## config.mk

```make
export PLATFORM = sky130hd
export DESIGN_NAME = rx_boxcar_decimator
export DESIGN_NICKNAME = d
export VERILOG_FILES = /design/src/rtl/rx_boxcar_decimator.sv
export SDC_FILE = /design/constraint.sdc
export NUM_CORES = 1
export LEC_CHECK = 0
export BUFFER_PORTS_ARGS = -buffer_cell sky130_fd_sc_hd__buf_2
export CORE_UTILIZATION = 55
export DETAILED_ROUTE_END_ITERATION = 8
export MAX_ROUTING_LAYER = met4
export PLACE_DENSITY_LB_ADDON = 0.08
export SKIP_CTS_REPAIR_TIMING = 1
export SLEW_MARGIN = 20
export SYNTH_ARGS = -nofsm -noshare
export SYNTH_HDL_FRONTEND = slang
export SYNTH_SLANG_ARGS = --single-unit
```

## constraint.sdc

```tcl
create_clock -name clk -period 17.3 [get_ports clk]
set_clock_uncertainty 0.2 [all_clocks]
set_input_delay 1.73 -clock clk [delete_from_list [all_inputs] [get_ports clk]]
set_output_delay 1.73 -clock clk [all_outputs]
set_load 0.03 [all_outputs]
```

## src/rtl/rx_boxcar_decimator.sv

```systemverilog
// ---------------------------------------------------------------------------
// rx_boxcar_decimator: integrate-and-dump I/Q decimator with an AXI-stream
// output FIFO for one RX channel.                          Revision 1.0
// ---------------------------------------------------------------------------
`default_nettype none

module rx_boxcar_decimator #(
  parameter int FIFO_DEPTH   = 16,
  parameter int DEFAULT_RATE = 10
) (
  input  logic                          clk,
  input  logic                          rst_n,
  input  logic [15:0]                   rate_axis_tdata_i,
  input  logic                          rate_axis_tvalid_i,
  input  logic [31:0]                   rx_iq_axis_tdata_i,
  input  logic                          rx_iq_axis_tvalid_i,
  input  logic                          axis_tready_i,
  output logic [63:0]                   axis_tdata_o,
  output logic                          axis_tvalid_o,
  output logic                          overflow_o,
  output logic [$clog2(FIFO_DEPTH):0]   fill_o
);

  localparam int              AW        = $clog2(FIFO_DEPTH);
  localparam logic [15:0]     RATE_RST  = 16'(DEFAULT_RATE);
  localparam logic [AW:0]     FILL_FULL = (AW+1)'(FIFO_DEPTH);
  localparam logic [AW:0]     FILL_ONE  = (AW+1)'(1);

  logic [15:0]        rate;
  logic [15:0]        cnt;
  logic signed [31:0] acc_i;
  logic signed [31:0] acc_q;
  logic [63:0]        mem [FIFO_DEPTH];
  logic [AW-1:0]      wr_ptr;
  logic [AW-1:0]      rd_ptr;
  logic [AW:0]        fill;
  logic [63:0]        head;
  logic               head_valid;
  logic               overflow;

  logic [15:0]        d_new;
  logic [15:0]        d_cur;
  logic [15:0]        d_eff;
  logic [15:0]        base_cnt;
  logic signed [31:0] base_i;
  logic signed [31:0] base_q;
  logic signed [31:0] samp_i;
  logic signed [31:0] samp_q;
  logic signed [31:0] sum_i;
  logic signed [31:0] sum_q;
  logic [63:0]        push_word;
  logic               dump;
  logic               pop;
  logic               full;
  logic               push;
  logic               drop;
  logic [AW-1:0]      rd_next;
  logic [AW:0]        fill_next;

  // A rate write restarts the window, so the same-cycle sample sees a zero base.
  always_comb begin
    d_new     = (rate_axis_tdata_i == 16'd0) ? 16'd1 : rate_axis_tdata_i;
    d_cur     = (rate == 16'd0) ? 16'd1 : rate;
    d_eff     = rate_axis_tvalid_i ? d_new : d_cur;
    base_cnt  = rate_axis_tvalid_i ? 16'd0 : cnt;
    base_i    = rate_axis_tvalid_i ? 32'sd0 : acc_i;
    base_q    = rate_axis_tvalid_i ? 32'sd0 : acc_q;
    samp_i    = 32'(signed'(rx_iq_axis_tdata_i[15:0]));
    samp_q    = 32'(signed'(rx_iq_axis_tdata_i[31:16]));
    sum_i     = base_i + samp_i;
    sum_q     = base_q + samp_q;
    push_word = {sum_q, sum_i};
    dump      = rx_iq_axis_tvalid_i && (base_cnt == (d_eff - 16'd1));
    pop       = head_valid && axis_tready_i;
    full      = (fill == FILL_FULL);
    push      = dump && (!full || pop);
    drop      = dump && full && !pop;
    rd_next   = rd_ptr + 1'b1;
    fill_next = fill;
    if (push && !pop) fill_next = fill + FILL_ONE;
    else if (pop && !push) fill_next = fill - FILL_ONE;
  end

  always_ff @(posedge clk or negedge rst_n) begin
    if (!rst_n) begin
      rate  <= RATE_RST;
      cnt   <= 16'd0;
      acc_i <= 32'sd0;
      acc_q <= 32'sd0;
    end else begin
      if (rate_axis_tvalid_i) rate <= rate_axis_tdata_i;
      if (rx_iq_axis_tvalid_i) begin
        if (dump) begin
          cnt   <= 16'd0;
          acc_i <= 32'sd0;
          acc_q <= 32'sd0;
        end else begin
          cnt   <= base_cnt + 16'd1;
          acc_i <= sum_i;
          acc_q <= sum_q;
        end
      end else if (rate_axis_tvalid_i) begin
        cnt   <= 16'd0;
        acc_i <= 32'sd0;
        acc_q <= 32'sd0;
      end
    end
  end

  // A drop in the same cycle as a rate write belongs to the new window, so set wins.
  always_ff @(posedge clk or negedge rst_n) begin
    if (!rst_n) begin
      overflow <= 1'b0;
    end else if (drop) begin
      overflow <= 1'b1;
    end else if (rate_axis_tvalid_i) begin
      overflow <= 1'b0;
    end
  end

  always_ff @(posedge clk) begin
    if (push) mem[wr_ptr] <= push_word;
  end

  // The head register mirrors mem[rd_ptr] so the output data comes straight from a flop.
  always_ff @(posedge clk or negedge rst_n) begin
    if (!rst_n) begin
      wr_ptr     <= '0;
      rd_ptr     <= '0;
      fill       <= '0;
      head       <= 64'd0;
      head_valid <= 1'b0;
    end else begin
      if (push) wr_ptr <= wr_ptr + 1'b1;
      if (pop)  rd_ptr <= rd_next;
      fill       <= fill_next;
      head_valid <= (fill_next != '0);
      if (pop) begin
        if (fill > FILL_ONE) head <= mem[rd_next];
        else if (push)       head <= push_word;
      end else if ((fill == '0) && push) begin
        head <= push_word;
      end
    end
  end

  assign axis_tdata_o  = head;
  assign axis_tvalid_o = head_valid;
  assign overflow_o    = overflow;
  assign fill_o        = fill;

endmodule

`default_nettype wire
```

==> metrics.txt, run 1 <==
Cell Pwr Density=166 nW/um^2; leftover overflow at the end of global routing=0; critical path class=in -> reg; Final Setup Violations=0; crit start category=input port; ys async rst share=0.146; element type at the critical path end=flop; Synth Area in Adders=0.0187; Row Count=110; ranking of synthesized cells by area=sky130_fd_sc_hd__edfxtp_1 61%, sky130_fd_sc_hd__mux4_2 14%, sky130_fd_sc_hd__dfrtp_1 8.6%; cell area after placement=52500 sq um; number of enable-type register cells in the synthesized netlist=1024; wire length of the first global-routing pass=178000 um; static power due to leakage=20.0 nW; achievable frequency=131 MHz; via count of the first global-routing pass=27604; maximum number of pins on one net before global-route repair=156; starting density of the core=0.556; RSZ-0062 raised after global routing=no; critical path peak fanout=68; post-synthesis cell type with the largest combined area=sky130_fd_sc_hd__edfxtp_1; ratio of routed vias to standard cells=6.28; register clock-pin slew on the reported worst setup and hold paths=0.06 ns; clock period minus final worst setup slack=7.65 ns; synthesized cell area=50200 sq um; proportion of synthesized chip area in sequential cells=0.700; Setup WS post-layout=9.65 ns; area enclosed by the die boundary=92500 sq um; signed area change from the synthesized netlist to the final layout=12.6%; number of max-cap violations=0; storage element area=35100 sq um; prevailing post-synth register cell=sky130_fd_sc_hd__edfxtp_1; transition time at the pin with the least slew margin=1.15 ns; global-route total usage across every layer=0.269; share of cells above drive strength 1=0.262; number of clock sinks=1199; Yosys warnings=0; number of I/O port buffers=123; number of cells on the worst reg-to-reg path=16; simple-gate portion of the synthesized area=0.0457; core area=90300 sq um; Worst Setup Slack post-DPL=8.98 ns; fraction of synthesized cell area taken by the top area cell type=0.612; maximum single-stage delay on the critical path=0.65 ns; CP max stage cell=sky130_fd_sc_hd__buf_4; CP Data Arrival Time=7.77 ns; number of buffers inserted during clock tree synthesis=119; number of buffer and inverter stages on the critical path=3; total count of hold-check failures in the final report=0; complex-gate fraction of the synthesized area=0.0446; mux cell area share after synthesis=0.160; Top Family by Delay on Critical Path=simple AND/OR/NAND/NOR gates; main combinational cell family by area after synthesis=multiplexers; post-detailed-placement half-perimeter wirelength=65800 um; First-pass DRT Iterations=5; multi-input combinational cell area=14800 sq um; post-detailed-routing wire length=118000 um; DR iter-0 viols=2459; final instance count without filler cells=4165; Synth Net Count=2834; Final Power=0.00940 W; Data required, critical path=17.41 ns; height of the die=304 um; vias=26137; final worst-path cycle share=0.442; worst rel slew slack=0.233; number of H-tree levels=3; number of stages on the worst setup path=17; Chip Width=304 um; Net count, final=3013; RePlAce Congestion=0.866; number of nets still failing antenna checks after routing=0; number of instances in the synthesized netlist=2707; placed cell count=3941; distinct cell type count of the synthesized netlist=85; Avg WL per Cell=28.3 um; CTS tree=done; Post-Route Setup TNS=0 ns; maximum buffer depth of the clock tree=3; hold-critical path depth=1; result of the run=finished, final reports clean; final-report max-slew violation count=0; number of DRC violations after detailed routing=0; Syn Area/Cell=18.6 sq um; count of pins on the block boundary=124; ordered cell list for the critical path=buf_4 > buf_4 > nor2_1 > o21ai_2 > nand2_1 > ha_1 > and4bb_2 > o21ai_1 > nor2_1 > xnor2_1 > a211o_1 > nor4_4 > and2_4 > nand2_1 > nor3b_1 > and2_4 > buf_4; number of fill cells in the layout=6348; xor and xnor fraction of the mapped netlist area=0.0186; cell mode on critical path=sky130_fd_sc_hd__buf_4; Post-Layout Inst Area=56600 sq um; clk_lat worst skew=0.71 ns; root buffer cell=sky130_fd_sc_hd__clkbuf_16; #FFs+latches synth=1199; Max VDD drop=0.279 mV; number of antenna violations at the first check in global routing=6; Hold Path Class=reg -> reg
## metrics by stage
stage          hold WS [ns]   util
3_3_place_gp          0.308  0.580
5_1_grt               0.343  0.626
4_1_cts               0.314  0.625
2_1_floorplan         0.261      -
6_report              0.313  0.626
3_5_place_dp          0.301  0.581
## layout by cell type (no fill, tap or decap), drive strengths merged, types with 72 or more instances in the layout
cell / count
buf: 183
clkbuf: 143
dfrtp: 173
edfxtp: 1024
ha: 72
mux4: 318
nand2: 143
nor2: 72
nor2b: 80
o21ai: 90
## final timing paths
path                                           from                           end  slack, ns
max in group asynchronous                     rst_n         rd_ptr[0]$_DFFE_PN0P_      13.76
worst max register to register  rate[5]$_DFFE_PN0P_          mem[9][46]$_DFFE_PP_      11.05
worst min-delay path            rate[0]$_DFFE_PN0P_           rate[0]$_DFFE_PN0P_       0.31
worst min register to register  rate[0]$_DFFE_PN0P_           rate[0]$_DFFE_PN0P_       0.31
worst max-delay path             rate_axis_tvalid_i          mem[9][46]$_DFFE_PP_       9.65
min in group asynchronous                     rst_n  axis_tdata_o[51]$_DFFE_PN0P_       0.84
## layout make-up
| type | instances | share of cell area |
|---|---|---|
| well taps | 1176 | 0.0260 |
| inverters | 33 | 0.00219 |
| clock inverters | 76 | 0.0137 |
| multi-input cells | 1350 | 0.262 |
| repair buffers | 183 | 0.0194 |
| clock buffers | 143 | 0.0555 |
| flip-flops and latches | 1199 | 0.621 |
| diodes | 5 | 0.000221 |
## layer usage
layer,vias to the layer above,global-route usage,wire (um)
li1,11246,-,-
met1,13913,0.369,50000
met2,806,0.429,58600
met3,172,0.0372,6740
met4,0,0.0706,2450
met5,-,-,0
## cells by family after synthesis
group,after synthesis
fa+ha+maj,74
flops,1199
simple gates,446
xor+xnor,105
mux,400
buf+inv,158
compound gates,325
## power breakdown
part / switching [W] / internal (W)
logic: 0.00173 / 0.00146
registers: 0.000125 / 0.00349
clock network: 0.00108 / 0.00151
## synth_stat cells (4+ instances only)
| library cell | instances |
|---|---|
| sky130_fd_sc_hd__o2bb2ai_1 | 23 |
| sky130_fd_sc_hd__buf_1 | 26 |
| sky130_fd_sc_hd__buf_6 | 4 |
| sky130_fd_sc_hd__o22ai_1 | 4 |
| sky130_fd_sc_hd__edfxtp_1 | 1024 |
| sky130_fd_sc_hd__mux2_2 | 12 |
| sky130_fd_sc_hd__nand2b_1 | 20 |
| sky130_fd_sc_hd__buf_2 | 8 |
| sky130_fd_sc_hd__xnor2_1 | 68 |
| sky130_fd_sc_hd__mux4_2 | 318 |
| sky130_fd_sc_hd__a31o_2 | 5 |
| sky130_fd_sc_hd__nor3b_1 | 4 |
| sky130_fd_sc_hd__o21bai_1 | 6 |
| sky130_fd_sc_hd__a22o_1 | 32 |
| sky130_fd_sc_hd__and3_1 | 19 |
| sky130_fd_sc_hd__dfrtp_1 | 173 |
| sky130_fd_sc_hd__nand3_1 | 31 |
| sky130_fd_sc_hd__nor2_1 | 70 |
| sky130_fd_sc_hd__and2_1 | 23 |
| sky130_fd_sc_hd__nand2_1 | 141 |
| sky130_fd_sc_hd__xor2_1 | 36 |
| sky130_fd_sc_hd__nor4_1 | 4 |
| sky130_fd_sc_hd__a21oi_1 | 55 |
| sky130_fd_sc_hd__mux2i_1 | 65 |
| sky130_fd_sc_hd__o21ai_0 | 87 |
| sky130_fd_sc_hd__clkbuf_1 | 84 |
| sky130_fd_sc_hd__nor2b_1 | 80 |
| sky130_fd_sc_hd__nor3_1 | 22 |
| sky130_fd_sc_hd__ha_1 | 72 |
| sky130_fd_sc_hd__nand4_1 | 8 |
| sky130_fd_sc_hd__a21o_1 | 41 |
| sky130_fd_sc_hd__a21bo_2 | 5 |
| sky130_fd_sc_hd__o211ai_1 | 6 |
| sky130_fd_sc_hd__a211oi_1 | 8 |
| sky130_fd_sc_hd__inv_1 | 32 |
| sky130_fd_sc_hd__o21a_1 | 12 |
## flip-flops by register name (all words and copies together) (netlist names), 5 cells and up
name          cells
axis_tdata_o     64
acc_q            32
mem            1024
rate             16
fill_o            5
acc_i            32
cnt              16
Note: power is estimated with default switching activity, not from simulation.
==> run 2: changes to the inputs <==
- clock period: 17.3 -> 6.2 ns (I/O delays scaled with it)
==> run 2 against run 1 <==
Net effect:
- worst hold slack got worse by 0.30 ns
- first-iteration DRC count rose by 8.8%
- total power rose to 2.8 times the previous value
- non-clock buffer count rose by 60
- critical path type unchanged
- largest cell class unchanged
==> metrics.txt, run 2 (same netlist as run 1, synthesis figures left out) <==
crit start category=input port; post-detailed-placement half-perimeter wirelength=72600 um; wire length the detailed router placed on met1=51700 um; final worst-path cycle share=0.892; clk_lat worst skew=0.70 ns; number of DRC violations after detailed routing=0; Net count, final=3072; part of the total power dissipated in combinational logic=0.353; First-pass DRT Iterations=5; signed area change from the synthesized netlist to the final layout=14.0%; Sequential Power Share=0.379; static power due to leakage=20.3 nW; total count of hold-check failures in the final report=0; number of I/O port buffers=123; CP Data Arrival Time=5.65 ns; routed length on met3=7500 um; cell area after placement=53300 sq um; Chip Width=304 um; clock period minus final worst setup slack=5.53 ns; Post-Layout Inst Area=57200 sq um; element type at the critical path end=flop; register clock-pin slew on the reported worst setup and hold paths=0.06 ns; DR iter-0 viols=2676; leading cell type in the layout, fill and taps excluded=sky130_fd_sc_hd__edfxtp_1; Clk pwr share=0.269; area enclosed by the die boundary=92500 sq um; switching part of the total=0.322; RePlAce Congestion=0.855; root buffer cell=sky130_fd_sc_hd__clkbuf_16; number of nets still failing antenna checks after routing=0; Diodes inserted=0; vias=26693; Row Count=110; NetSw=0.00857 W; ratio of routed vias to standard cells=6.31; result of the run=finished, final reports clean; Avg WL per Cell=28.5 um; maximum number of pins on one net before global-route repair=115; starting density of the core=0.556; global-route total usage across every layer=0.274; uppermost metal layer occupied by signal nets=met4; slack of the worst reg-to-reg path=0.94 ns; Cell Pwr Density=465 nW/um^2; Hold Path Class=in -> reg; critical path peak fanout=64; ordered cell list for the critical path=dlygate4sd3_1 > buf_2 > nor3_1 > nand3_1 > o21ai_2 > nand2_1 > ha_1 > and4bb_2 > o21ai_1 > nor2_1 > xnor2_1 > a211o_1 > nor4_4 > and2_4 > nand2_1 > nor3b_1 > and2_4 > buf_12; Post-Route Setup TNS=0 ns; Final Setup Violations=0; number of clock sinks=1199; core area=90300 sq um; share of cells above drive strength 1=0.269; Data required, critical path=6.32 ns; maximum single-stage delay on the critical path=0.53 ns; number of buffers inserted during clock tree synthesis=118; count of pins on the block boundary=124; worst rel slew slack=0.289; RSZ-0062 raised after global routing=no; transition time at the pin with the least slew margin=1.06 ns; wire length of the first global-routing pass=181000 um; Max VDD drop=0.485 mV; CP max stage cell=sky130_fd_sc_hd__dlygate4sd3_1; Final Power=0.0266 W; Top reg by flops=mem; most used cells in the layout excluding fill and tap cells=1024 x sky130_fd_sc_hd__edfxtp_1, 318 x sky130_fd_sc_hd__mux4_2, 172 x sky130_fd_sc_hd__dfrtp_1, 141 x sky130_fd_sc_hd__nand2_1, 121 x sky130_fd_sc_hd__buf_2; achievable frequency=181 MHz; post-detailed-routing wire length=120000 um; number of max-cap violations=0; number of flip-flops in the largest register=1024; number of H-tree levels=3; number of antenna violations at the first check in global routing=1; Cell Int Power=0.0180 W; CTS tree=done; Met2 Routed Length=58900 um; critical path class=in -> reg; maximum buffer depth of the clock tree=3; final-report max-slew violation count=0; Top Family by Delay on Critical Path=simple AND/OR/NAND/NOR gates; via count of the first global-routing pass=27738; leftover overflow at the end of global routing=0; number of buffer and inverter stages on the critical path=3; height of the die=304 um
## run 2: changes by cell type in the layout (fill, tap and decap cells not counted), moves of 8 or more
cell and change:
sky130_fd_sc_hd__xnor2_1 +13, sky130_fd_sc_hd__xor2_1 +11, sky130_fd_sc_hd__buf_4 +22, sky130_fd_sc_hd__xor2_2 -11, sky130_fd_sc_hd__clkbuf_1 +8, sky130_fd_sc_hd__clkbuf_8 +8
sky130_fd_sc_hd__buf_12 +34, sky130_fd_sc_hd__xnor2_2 -13, sky130_fd_sc_hd__clkinv_1 -11
## run 2: power groups by stage
stage                     clock, W  sequential [W]  combinational (W)
after floorplan                  0          0.0105            0.00613
after global placement           0          0.0102            0.00932
after detailed placement         0          0.0102            0.00943
final                      0.00714          0.0101            0.00938
after global routing       0.00756          0.0101            0.00998
after CTS                  0.00726          0.0101            0.00947
## run 2: worst paths after layout
kind	depth (start not counted)	end	from
max reg2reg	16	mem[9][40]$_DFFE_PP_	rate[8]$_DFFE_PN0P_
min in group asynchronous	2	acc_q[24]$_DFF_PN0_	rst_n
max in group asynchronous	3	rd_ptr[0]$_DFFE_PN0P_	rst_n
min	2	rate[13]$_DFFE_PN0P_	rate_axis_tdata_i[13]
max	18	mem[9][40]$_DFFE_PP_	rate_axis_tdata_i[6]
min reg2reg	1	rate[0]$_DFFE_PN0P_	rate[0]$_DFFE_PN0P_
## run 2: layout make-up
class	instances	area [sq um]
multi-input combinational	1350	14600
clock inverter	68	671
inverter	33	124
clock buffer	158	3250
sequential	1199	35100
tap	1176	1470
fill	6314	33000
timing repair buffer	243	1980
## run 2: layer usage
metal	global-route usage	up-vias
li1	-	11396
met1	0.386	14211
met2	0.430	927
met3	0.0384	159
met4	0.0647	0
met5	-	-
## run 2: per-stage QoR
| stage | utilization | hold WS, ns | setup slack (ns) | cells |
|---|---|---|---|---|
| 2_1_floorplan | - | 0.124 | 0.441 | 2707 |
| 3_3_place_gp | 0.590 | 0.302 | 0.598 | 3995 |
| 3_5_place_dp | 0.590 | 0.298 | 0.481 | 3996 |
| 4_1_cts | 0.633 | -0.310 | 0.929 | 4222 |
| 5_1_grt | 0.634 | 0.0118 | 0.379 | 4227 |
| 6_report | 0.634 | 0.0165 | 0.671 | 4227 |
